===== config.mk =====
export PLATFORM = sky130hd
export DESIGN_NAME = spi_byte_slave
export DESIGN_NICKNAME = d
export VERILOG_FILES = /design/src/rtl/spi_pkg.sv /design/src/rtl/sync_edge_det.sv /design/src/rtl/spi_byte_slave.sv
export SDC_FILE = /design/constraint.sdc
export NUM_CORES = 1
export LEC_CHECK = 0
export CAP_MARGIN = 20
export CELL_PAD_IN_SITES_DETAIL_PLACEMENT = 1
export CELL_PAD_IN_SITES_GLOBAL_PLACEMENT = 2
export CORE_UTILIZATION = 39
export DETAILED_ROUTE_END_ITERATION = 8
export PLACE_DENSITY = 0.82
export SLEW_MARGIN = 20
export SYNTH_ARGS = -nofsm -noshare
export SYNTH_HDL_FRONTEND = slang
export SYNTH_SLANG_ARGS = --single-unit

===== constraint.sdc =====
create_clock -name clk -period 2.4 [get_ports clk]
set_input_delay 0.72 -clock clk [delete_from_list [all_inputs] [get_ports clk]]
set_output_delay 0.72 -clock clk [all_outputs]
set_load 0.05 [all_outputs]

===== src/rtl/spi_pkg.sv =====
// Shared SPI constants: byte width, default fill byte and mode-0 edge selection.
package spi_pkg;

  localparam int unsigned SPI_BYTE_W = 8;

  // Byte driven on MISO when the system has nothing queued at a byte boundary.
  localparam logic [SPI_BYTE_W-1:0] SPI_FILL_BYTE = 8'hFF;

  typedef enum logic {
    SpiEdgeRise = 1'b0,
    SpiEdgeFall = 1'b1
  } spi_edge_e;

  // Mode 0 (CPOL=0, CPHA=0): sample on sck rising, shift on sck falling.
  localparam spi_edge_e SPI_MODE0_SAMPLE_EDGE = SpiEdgeRise;
  localparam spi_edge_e SPI_MODE0_SHIFT_EDGE  = SpiEdgeFall;

endpackage


===== src/rtl/sync_edge_det.sv =====
// N-stage synchroniser for an asynchronous input, with rise/fall pulses on the synced level.
module sync_edge_det #(
  parameter int unsigned STAGES    = 2,
  parameter logic        RESET_VAL = 1'b0
) (
  input  logic clk,
  input  logic reset,
  input  logic din,
  output logic dout,
  output logic rise,
  output logic fall
);

  logic [STAGES-1:0] chain;
  logic              prev;

  // Shift the pin through the synchroniser and remember the last synced level.
  always_ff @(posedge clk or posedge reset) begin
    if (reset) begin
      chain <= {STAGES{RESET_VAL}};
      prev  <= RESET_VAL;
    end else begin
      chain <= {chain[STAGES-2:0], din};
      prev  <= chain[STAGES-1];
    end
  end

  assign dout = chain[STAGES-1];
  assign rise = dout & ~prev;
  assign fall = ~dout & prev;

endmodule


===== src/rtl/spi_byte_slave.sv =====
// SPI mode-0 byte responder: oversampled RX deserialiser and TX serialiser with a
// one-entry holding register and fill byte on underrun.
module spi_byte_slave
  import spi_pkg::*;
#(
  parameter logic [SPI_BYTE_W-1:0] FILL_BYTE   = SPI_FILL_BYTE,
  parameter int unsigned           SYNC_STAGES = 2
) (
  input  logic                  clk,
  input  logic                  reset,
  input  logic                  sck,
  input  logic                  mosi,
  input  logic                  cs_n,
  output logic                  miso,
  output logic                  miso_oe,
  output logic [SPI_BYTE_W-1:0] rx_data,
  output logic                  rx_valid,
  input  logic [SPI_BYTE_W-1:0] tx_data,
  input  logic                  tx_load,
  output logic                  tx_ready,
  output logic                  overrun
);

  localparam int unsigned CNT_W = $clog2(SPI_BYTE_W);

  logic sck_level_unused, sck_rise, sck_fall;
  logic mosi_sync, mosi_rise_unused, mosi_fall_unused;
  logic cs_sync, cs_rise_unused, cs_fall;

  logic [CNT_W-1:0]      bit_cnt;
  logic [SPI_BYTE_W-2:0] rx_shift;
  logic                  rx_done;
  logic                  reload_pend;
  logic [SPI_BYTE_W-1:0] tx_shift;
  logic [SPI_BYTE_W-1:0] tx_hold;

  logic sample_edge, shift_edge, tx_boundary;

  sync_edge_det #(.STAGES(SYNC_STAGES), .RESET_VAL(1'b0)) u_sck_sync (
    .clk   (clk),
    .reset (reset),
    .din   (sck),
    .dout  (sck_level_unused),
    .rise  (sck_rise),
    .fall  (sck_fall)
  );

  sync_edge_det #(.STAGES(SYNC_STAGES), .RESET_VAL(1'b0)) u_mosi_sync (
    .clk   (clk),
    .reset (reset),
    .din   (mosi),
    .dout  (mosi_sync),
    .rise  (mosi_rise_unused),
    .fall  (mosi_fall_unused)
  );

  // cs_n idles deasserted so reset never fakes a frame start unless the pin is low.
  sync_edge_det #(.STAGES(SYNC_STAGES), .RESET_VAL(1'b1)) u_cs_sync (
    .clk   (clk),
    .reset (reset),
    .din   (cs_n),
    .dout  (cs_sync),
    .rise  (cs_rise_unused),
    .fall  (cs_fall)
  );

  assign sample_edge = (SPI_MODE0_SAMPLE_EDGE == SpiEdgeRise) ? sck_rise : sck_fall;
  assign shift_edge  = (SPI_MODE0_SHIFT_EDGE == SpiEdgeFall) ? sck_fall : sck_rise;

  // Byte boundary: frame start, or the shift edge that follows the 8th sample edge.
  assign tx_boundary = cs_fall | (shift_edge & ~cs_sync & reload_pend);

  assign miso    = tx_shift[SPI_BYTE_W-1];
  assign miso_oe = ~cs_sync;

  // RX: deserialise on sample edges; a deselect drops any partial byte.
  always_ff @(posedge clk or posedge reset) begin
    if (reset) begin
      bit_cnt     <= '0;
      rx_shift    <= '0;
      rx_data     <= '0;
      rx_done     <= 1'b0;
      rx_valid    <= 1'b0;
      reload_pend <= 1'b0;
    end else begin
      rx_valid <= rx_done;
      rx_done  <= 1'b0;
      if (cs_sync) begin
        bit_cnt     <= '0;
        reload_pend <= 1'b0;
      end else if (sample_edge) begin
        rx_shift <= {rx_shift[SPI_BYTE_W-3:0], mosi_sync};
        bit_cnt  <= bit_cnt + CNT_W'(1);
        if (bit_cnt == CNT_W'(SPI_BYTE_W - 1)) begin
          rx_data     <= {rx_shift, mosi_sync};
          rx_done     <= 1'b1;
          reload_pend <= 1'b1;
        end
      end else if (shift_edge) begin
        reload_pend <= 1'b0;
      end
    end
  end

  // TX: reload at byte boundaries, shift on shift edges, manage the holding register.
  always_ff @(posedge clk or posedge reset) begin
    if (reset) begin
      tx_shift <= FILL_BYTE;
      tx_hold  <= '0;
      tx_ready <= 1'b1;
      overrun  <= 1'b0;
    end else begin
      if (tx_boundary) begin
        if (!tx_ready) begin
          tx_shift <= tx_hold;
          tx_ready <= 1'b1;
        end else if (tx_load) begin
          // Empty holder and a same-cycle strobe: bypass straight to the shifter.
          tx_shift <= tx_data;
        end else begin
          tx_shift <= FILL_BYTE;
        end
      end else if (shift_edge && !cs_sync) begin
        tx_shift <= {tx_shift[SPI_BYTE_W-2:0], FILL_BYTE[0]};
      end

      if (tx_load) begin
        if (!tx_ready) begin
          overrun <= 1'b1;
        end else if (!tx_boundary) begin
          tx_hold  <= tx_data;
          tx_ready <= 1'b0;
        end
      end
    end
  end

endmodule

==> results of run 1 <==
[state kept, by name, summed over array words and instances (netlist names), 2 cells and up]
register	cells
u_cs_sync.chain	2
bit_cnt	3
u_sck_sync.chain	2
u_mosi_sync.chain	2
tx_shift	8
rx_data	8
tx_hold	8
rx_shift	7
[synthesized netlist by cell type]
cell      count
a21oi_1       2
a21oi_2       1
o22ai_1       2
o21ba_2       1
clkbuf_1      2
nand3b_1      2
nand2_1       8
buf_2         1
o21bai_4      1
buf_6         2
mux2i_1       2
dfstp_2      12
or2_2         1
a31oi_1       7
dfrtp_1      35
xnor2_1       1
nor2_1       14
a21o_2        1
nor3_1        1
inv_1         6
mux2_2       23
o211ai_1      2
inv_2         1
nand3_2       1
ha_1          4
o221ai_1      5
nand2_2       1
[area by class of cell]
type,instances,area (um^2)
flip-flops and latches,47,1190
inverters,7,26.3
fillers,450,2190
well taps,52,65.1
repair buffers,28,283
multi-input cells,80,634
clock buffers,6,82.6
clock inverters,2,35.0
[stage by stage]
step | setup slack (ns) | hold WS [ns]
after global placement | 0.330 | 0.335
after floorplan | 0.584 | 0.331
after global routing | 0.0302 | 0.369
after detailed placement | 0.269 | 0.341
final | 0.0814 | 0.361
after CTS | 0.0691 | 0.363
[cells by family (layout without fill, tap and decap cells)]
family | Yosys count | count (layout) | synth area share
mux | 25 | 25 | 0.148
xor+xnor | 1 | 1 | 0.00464
buf+inv | 12 | 43 | 0.0325
flops | 47 | 47 | 0.631
simple gates | 28 | 28 | 0.0663
fa+ha+maj | 4 | 4 | 0.0265
compound gates | 22 | 22 | 0.0908
[per-layer routing]
metal  global-route usage  up-vias  part of all wire
li1                     -      544                 -
met3               0.0563        4             0.042
met4               0.0523        0             0.014
met2                0.269       24              0.50
met5                    0        -                 0
met1                0.213      593              0.45
[where the power goes]
| group | total, mW | internal, mW | switching [mW] |
|---|---|---|---|
| Combinational | 0.252 | 0.132 | 0.120 |
| Clock | 0.593 | 0.337 | 0.256 |
| Sequential | 1.00 | 0.930 | 0.0738 |
[how the worst max path moves through the flow]
stage                                   from         end  slack, ns  depth (start not counted)
after floorplan                        reset  bit_cnt[0]       0.58                          1
after global placement               tx_load  tx_hold[0]       0.33                          4
after detailed placement             tx_load  tx_hold[6]       0.27                          4
after CTS                 u_cs_sync.chain[1]     miso_oe       0.07                          2
after global routing      u_cs_sync.chain[1]     miso_oe       0.03                          2
final                     u_cs_sync.chain[1]     miso_oe       0.08                          2
==> run metrics, run 1 <==
clock buffer count from CTS=5; critical setup path kind=flop to primary output; signal arrival time at the worst endpoint=1.60 ns; startpoint of the lowest-slack register-to-register path=u_sck_sync.prev; die footprint=5120 um^2; biggest area consumer among synthesized cells=dfrtp_1; first-pass GRT wire length=6330 um; post-route insts no fill=222; Final Hold Fails=0; CTS tree=done; count of unresolved DRC violations after routing=0; commonest cells after routing, fill and taps aside=dfrtp_1 (35), clkdlybuf4s50_1 (24), mux2_2 (23); Post-CTS Repair Setup Buffers=0; Min Clock Period, post-route=2.32 ns; final wirelength=3690 um; synthesis-to-finish area growth=22.8%; post-route ant nets=0; summed instance area of the synthesized netlist=1890 um^2; number of levels the H-tree was split into=2; Hold Path Origin=u_mosi_sync.chain[0]; number of antenna violations at the first check in global routing=0; number of antenna cells inserted=0; critical path's slowest cell=clkdlybuf4s50_1; root buffer selected by CTS=clkbuf_8; cell area reported after detailed placement=2200 um^2; floorplan core area=4500 um^2; cells taking the most area after synthesis=dfrtp_1 (46%), dfstp_2 (17%), mux2_2 (14%), nor2_1 (2.8%), ha_1 (2.7%); Slew HR=0.613; endpoint class of the critical path=primary output; synth unique cells=27; Mapped Nets=157; initial cell density of the core=0.419; chip width=71.6 um; number of buffers between clock root and the deepest sink=2; sequential share of the synthesized area=0.631; nets@finish=187; buffers added on ports=26; period utilization=0.966; via count of the first global-routing pass=1303; largest delay contributor family on the critical path=buffers and inverters; hold_buf cts=0; worst hold path type=flop to flop; type of origin of the critical path=flop; leading cell type in the layout, fill and taps excluded=dfrtp_1; post-DP HPWL=2570 um; total negative setup slack=0 ns; Final Core Density=0.514; syn_area_per_cell=13.6 um^2; # Max-Cap Violations=0; final slew viol count=0; clock sink count=47; number of design-rule violations left by the first detailed-router iteration=49; via density per instance=5.25; status=finished clean; global-route usage over all layers=0.166; synthesized instance count=139; aggregate global routing overflow=0; path depth of the worst reg2reg path=4; length of the first detailed-routing pass in iterations=4; clock skew after layout=0.00757 ns; routed wirelength normalized by instance count=16.6 um; #FFs+latches synth=47; DP Cell Count=214; number of stages on the worst hold path=0; I/O pin cnt=27; via total after detailed routing=1165; peak fanout along the critical path=3; cells along the critical path=inv_2, clkdlybuf4s50_1; Die H=71.6 um; area of all placed cells without fillers=2320 um^2; IR Drop Worst-Case VDD=391 uV; RePlAce Congestion=0.667; slew at the pin closest to its max-slew limit=0.579 ns; leakage power=1.03 nW; critical path required time=1.68 ns; maximum number of pins on one net before global-route repair=48; Pwr Density=798 nW/um^2; CP peak stage delay=0.70 ns; Clock Latency Late Sink=0.29 ns; WP buf/inv=2; share of final-layout standard cells stronger than drive strength 1=0.324; Total Power Consumption=1.85 mW; Yosys top cell area share=0.464; Register-to-Register Setup Slack=0.86 ns; floorplan row count=24; achievable clock frequency=0.431 GHz; Reg-to-Reg End=rx_shift[4]; Resized cells post-CTS=0; total of warnings raised by yosys=0; RSZ-0062 raised after global routing=no; clock transition at the registers of the reported paths=0.09 ns; count of endpoints failing setup in the final report=0; hold endpoint=u_mosi_sync.chain[1]
No activity file was read; power rests on OpenSTA's default activity.
==> run 2, diff against run 1 <==
Settings changed: SLEW_MARGIN 20 to not set.
==> results of run 2 <==
Final layout, timing and power as in run 1 (identical DEF).
==> run 3, diff against run 2 <==
Settings changed: CORE_ASPECT_RATIO set to 1.5, CORE_UTILIZATION 39 to 35, GPL_TIMING_DRIVEN set to 0, PLACE_DENSITY 0.82 to 0.75.
==> run 3 against run 2 <==
Utilization is 5.6 points lower. Flip-flop and latch count stayed put. Worst setup slack worse by 0.030 ns. Power is 0.32% lower. Sequential power hardly changed. Combinational power is 2% higher. Register-to-register slack better by 0.02 ns. Clock power is 0.8% lower. Clock skew is 0.0043 ns lower. Cell count is 9.0% higher. Clock-buffer cell count stayed put. Via count is 2.8% higher. Critical path type unchanged. Critical endpoint is now miso. Largest cell class unchanged. Largest power group unchanged. Highest routed layer unchanged.
==> run metrics, run 3 (same netlist as run 1, synthesis figures left out) <==
die footprint=5690 um^2 (+11%); cells along the critical path=clkdlybuf4s50_1; maximum number of pins on one net before global-route repair=35 (-27%); critical path's slowest cell=clkdlybuf4s50_1; global-route usage over all layers=0.145 (-0.0210); first-pass GRT wire length=6030 um (-4.7%); status=finished clean; proportion of power drawn by flip-flops and latches=0.541 (-0.002); commonest cells after routing, fill and taps aside=dfrtp_1 (35), clkdlybuf4s50_1 (24), mux2_2 (23); area of all placed cells without fillers=2370 um^2 (+2.2%); via count of the first global-routing pass=1306 (+0.23%); Clock power frac=0.319 (-0.002); root buffer selected by CTS=clkbuf_8; DP Cell Count=234 (+9.3%); post-route ant nets=0 (unchanged); Multi-input gate area=634 um^2 (unchanged); number of levels the H-tree was split into=2 (unchanged); Final Hold Fails=0 (unchanged); number of buffers between clock root and the deepest sink=2 (unchanged); routed wirelength normalized by instance count=14.5 um (-13%); WP buf/inv=1 (-1); critical setup path kind=flop to primary output; Pwr Density=778 nW/um^2 (-2.4%); IR Drop Worst-Case VDD=446 uV (+14%); period utilization=0.979 (+0.0126); peak fanout along the critical path=2 (-1); biggest registers after layout=rx_data x8, tx_hold x8, tx_shift x8; largest delay contributor family on the critical path=buffers and inverters; power share of the combinational group=0.140 (+0.004); achievable clock frequency=0.426 GHz (-1.3%); design internal power=1.40 mW (+0.20%); sequential cell area in the final layout=1190 um^2 (unchanged); count of endpoints failing setup in the final report=0 (unchanged); Post-CTS Repair Setup Buffers=0 (unchanged); aggregate global routing overflow=0 (unchanged); via density per instance=4.95 (-5.7%); hold_buf cts=0 (unchanged); nets@finish=191 (+2.1%); type of origin of the critical path=flop; clock sink count=47 (unchanged); critical path required time=1.68 ns (about the same); worst hold path type=flop to flop; RSZ-0062 raised after global routing=no; post-route insts no fill=242 (+9.0%); count of unresolved DRC violations after routing=0 (unchanged); number of antenna cells inserted=0 (unchanged); clock skew after layout=0.00323 ns (-0.00434 ns); number of fill cells=534 (+19%); clock buffer count from CTS=5 (unchanged); length of the first detailed-routing pass in iterations=3 (-1); CP peak stage delay=0.80 ns (+0.10 ns); synthesis-to-finish area growth=25.5%; Slew HR=0.665 (+0.0523); clock transition at the registers of the reported paths=0.08 ns (about the same); Die H=91.9 um (+28%); floorplan row count=32 (+33%); endpoint class of the critical path=primary output; Resized cells post-CTS=2 (+2); initial cell density of the core=0.365 (-0.0536); CTS tree=done; Final Core Density=0.458 (-0.0561); final hold slack=0.352 ns (-0.00941 ns); floorplan core area=5160 um^2 (+15%); Clock Latency Late Sink=0.29 ns (about the same); # Max-Cap Violations=0 (unchanged); share of final-layout standard cells stronger than drive strength 1=0.322 (-0.00169); number of antenna violations at the first check in global routing=0 (unchanged); chip width=62.0 um (-13%); number of design-rule violations left by the first detailed-router iteration=21 (-57%); Min Clock Period, post-route=2.35 ns (+0.0302 ns); post-DP HPWL=2660 um (+3.5%); leakage power=1.05 nW (+1.8%); RePlAce Congestion=0.686 (+2.9%); switching power total=0.441 mW (-1.9%); slew at the pin closest to its max-slew limit=0.501 ns (-0.0778 ns); final wirelength=3500 um (-5.2%); Total Power Consumption=1.84 mW (-0.32%); buffers added on ports=26 (unchanged); switching power share of the total=0.239 (-0.00394); signal arrival time at the worst endpoint=1.63 ns (+0.03 ns); final slew viol count=0 (unchanged); cell area reported after detailed placement=2250 um^2 (+2.4%); leading cell type in the layout, fill and taps excluded=dfrtp_1; via total after detailed routing=1198 (+2.8%); I/O pin cnt=27 (unchanged)
==> run 3: metrics by stage <==
stage,TNS (ns),setup slack (ns)
floorplan,0,0.584
global placement,-10.60,-0.305
detailed placement,0,0.246
CTS,0,0.0369
global route,0,0.00972
finish,0,0.0513
==> run 3: worst reg2reg max path: cells and delay by family (launching register included) <==
| family | cells | cell delay [ns] |
|---|---|---|
| mux | 1 | 0.38 |
| flops | 1 | 0.40 |
| buf+inv | 1 | 0.07 |
| fa+ha+maj | 1 | 0.18 |
| compound gates | 2 | 0.38 |
==> run 3: final timing paths <==
check | startpoint | endpoint | slack (ns) | depth (start not counted)
setup / recovery | tx_shift[7] | miso | 0.05 | 1
hold / removal | u_mosi_sync.chain[0] | u_mosi_sync.chain[1] | 0.35 | 0
setup reg to reg | u_sck_sync.chain[1] | tx_hold[3] | 0.88 | 5
hold reg to reg | u_mosi_sync.chain[0] | u_mosi_sync.chain[1] | 0.35 | 0
max in group asynchronous | reset | tx_shift[0] | 1.16 | 3
min in group asynchronous | reset | rx_valid | 0.69 | 2
==> run 3: per-layer routing <==
metal / routed length [um] / vias up / global-route usage / share of wire
met5: 0 / - / 0 / 0
met4: 55 / 0 / 0.0500 / 0.016
met3: 131 / 6 / 0.0381 / 0.037
met2: 1960 / 24 / 0.258 / 0.56
met1: 1350 / 619 / 0.157 / 0.39
li1: - / 549 / - / -
==> run 3: power by group through the flow <==
stage                     combinational (mW)  sequential [mW]  clock, mW
final                                  0.257            0.997      0.588
after global routing                   0.287             1.01      0.637
after CTS                              0.264            0.997      0.613
after detailed placement               0.264             1.01          0
after global placement                 0.248             1.01          0
after floorplan                        0.171             1.01          0
==> run 3: final cells by class <==
type,count,share of cell area
plain buffers,5,0.0148
clock buffers,6,0.0349
clock inverters,2,0.0148
inverters,7,0.0111
multi-input cells,80,0.268
flip-flops and latches,47,0.503
well taps,68,0.0359
repair buffers,27,0.117
==> variant (settings of run 3) <==
Set the package constant `SPI_BYTE_W` to 16 (it was 8).
--- a/src/rtl/spi_pkg.sv
+++ b/src/rtl/spi_pkg.sv
@@ -1,7 +1,7 @@
 // Shared SPI constants: byte width, default fill byte and mode-0 edge selection.
 package spi_pkg;
 
-  localparam int unsigned SPI_BYTE_W = 8;
+  localparam int unsigned SPI_BYTE_W = 16;
 
   // Byte driven on MISO when the system has nothing queued at a byte boundary.
   localparam logic [SPI_BYTE_W-1:0] SPI_FILL_BYTE = 8'hFF;
Interface: changed (resized rx_data and tx_data); port bits go from 27 to 43. The function was not compared with the original's and may differ.
==> variant against run 3 <==
Worst setup slack improved by 0.11 ns. Critical path depth did not move. Routed wire length rose by 99%. Synthesized cell count rose by 81%. Sequential power rose by 71%. Sequential cell count rose by 33. Cell area rose by 79%. Register-to-register slack got worse by 0.40 ns. Core utilization barely moved. Power rose by 93%. Synthesized area rose by 77%. Clock skew rose by 0.0030 ns. Largest power group unchanged.
==> variant: results (changes against run 3) <==
----------------------------------------------------
[Timing]
  Max transition margin ... 0.638 (was 0.665)
  Clock skew ... 0.00625 ns (was 0.00323 ns)

[Power]
  Leakage power summed over all cells ... 1.86 nW (was 1.05 nW)
  Maximum VDD drop ... 0.380 mV (was 0.446 mV)

[Yosys]
  Post-synthesis net count ... 277 (was 157)
  Distinct cell type count after synthesis ... 34 (was 27)
  Most common library cells after synthesis ... sky130_fd_sc_hd__dfrtp_1, sky130_fd_sc_hd__mux2_2, sky130_fd_sc_hd__o21ai_0, sky130_fd_sc_hd__a21oi_1, sky130_fd_sc_hd__nor2_1 (was sky130_fd_sc_hd__dfrtp_1, sky130_fd_sc_hd__mux2_2, sky130_fd_sc_hd__nor2_1, sky130_fd_sc_hd__dfstp_2, sky130_fd_sc_hd__nand2_1)

[Finish]
  Share of layout cells above drive strength 1 ... 0.289 (was 0.322)
  Largest registers ... rx_data: 16 flops, tx_hold: 16 flops, tx_shift: 16 flops (was rx_data: 8 flops, tx_hold: 8 flops, tx_shift: 8 flops)

[Global routing]
  Met2 Usage GRT ... 0.271 (was 0.258)
  Total routing usage reported by global routing ... 0.159 (was 0.145)
  Global-route wire length before repair ... 11.4 mm (was 6.03 mm)
  GRT met1 Usage ... 0.182 (was 0.157)
  Met3 track demand over resource ... 0.0442 (was 0.0381)

[CTS]
  Clock-pin transition on the worst setup and hold timing paths ... 0.06 ns (was 0.08 ns)
  Insertion delay to the later sink of the worst-skew pair ... 0.34 ns (was 0.29 ns)
  CTS H-Tree Depth ... 3 (was 2)

[Route]
  Via Count ... 2,129 (was 1,198)
  Total wirelength of the detailed-routed design ... 6.96 mm (was 3.50 mm)
  Met2 wire len ... 3.66 mm (was 1.96 mm)

[Hold path]
  Worst Hold Path EP ... u_sck_sync.chain[1] (was u_mosi_sync.chain[1])
  Hold path startpoint ... u_sck_sync.chain[0] (was u_mosi_sync.chain[0])

[Critical path]
  Number of cells traversed by the worst register-to-register path ... 7 (was 5)
  R2R Setup Slk ... 0.48 ns (was 0.88 ns)

[Placed design]
  Routability congestion estimate ... 0.700 (was 0.686)
  Dpl ws ... 0.247 ns (was 0.246 ns)

[Run status]
  Status ... complete, no violations (unchanged)

----------------------------------------------------
==> variant: power groups by stage <==
| stage | logic [W] | registers, W | clock network [W] |
|---|---|---|---|
| 2_1_floorplan | 0.000324 | 0.00170 | 0 |
| 5_1_grt | 0.000510 | 0.00173 | 0.00148 |
| 3_5_place_dp | 0.000465 | 0.00172 | 0 |
| 3_3_place_gp | 0.000440 | 0.00171 | 0 |
| 6_report | 0.000455 | 0.00170 | 0.00140 |
| 4_1_cts | 0.000467 | 0.00170 | 0.00143 |
==> variant: stage by stage <==
step	cell area, um2	hold WS [ns]	instances
global route	4240	0.358	423
global placement	3900	0.334	405
floorplan	3350	0.331	252
finish	4240	0.355	423
detailed placement	3940	0.339	407
CTS	4240	0.354	423
==> variant: worst max path at each step <==
stage	to	depth (start not counted)	slack, ns	start
final	rx_data[9]	1	0.16	rx_data[9]
after global routing	rx_data[7]	1	0.12	rx_data[7]
after CTS	rx_data[7]	1	0.14	rx_data[7]
after detailed placement	tx_ready	1	0.25	tx_ready
after global placement	tx_hold[2]	2	-0.18	reset
after floorplan	tx_hold[0]	5	0.54	tx_load
==> variant: final cells by class <==
class	count	area, um2	area share
plain buffers	14	96.3	0.0227
clock buffers	9	225	0.0531
clock inverters	7	77.6	0.0183
inverters	5	22.5	0.00531
multi-input cells	153	1210	0.286
flip-flops and latches	80	2020	0.476
well taps	112	140	0.0330
repair buffers	43	448	0.106
==> variant: kinds of logic after synthesis <==
logic type / count (synthesis) / share of synthesized area
compound gates: 53 / 0.0999
simple gates: 46 / 0.0714
mux: 48 / 0.172
flops: 80 / 0.603
buf+inv: 19 / 0.0344
xor+xnor: 3 / 0.00785
fa+ha+maj: 3 / 0.0112
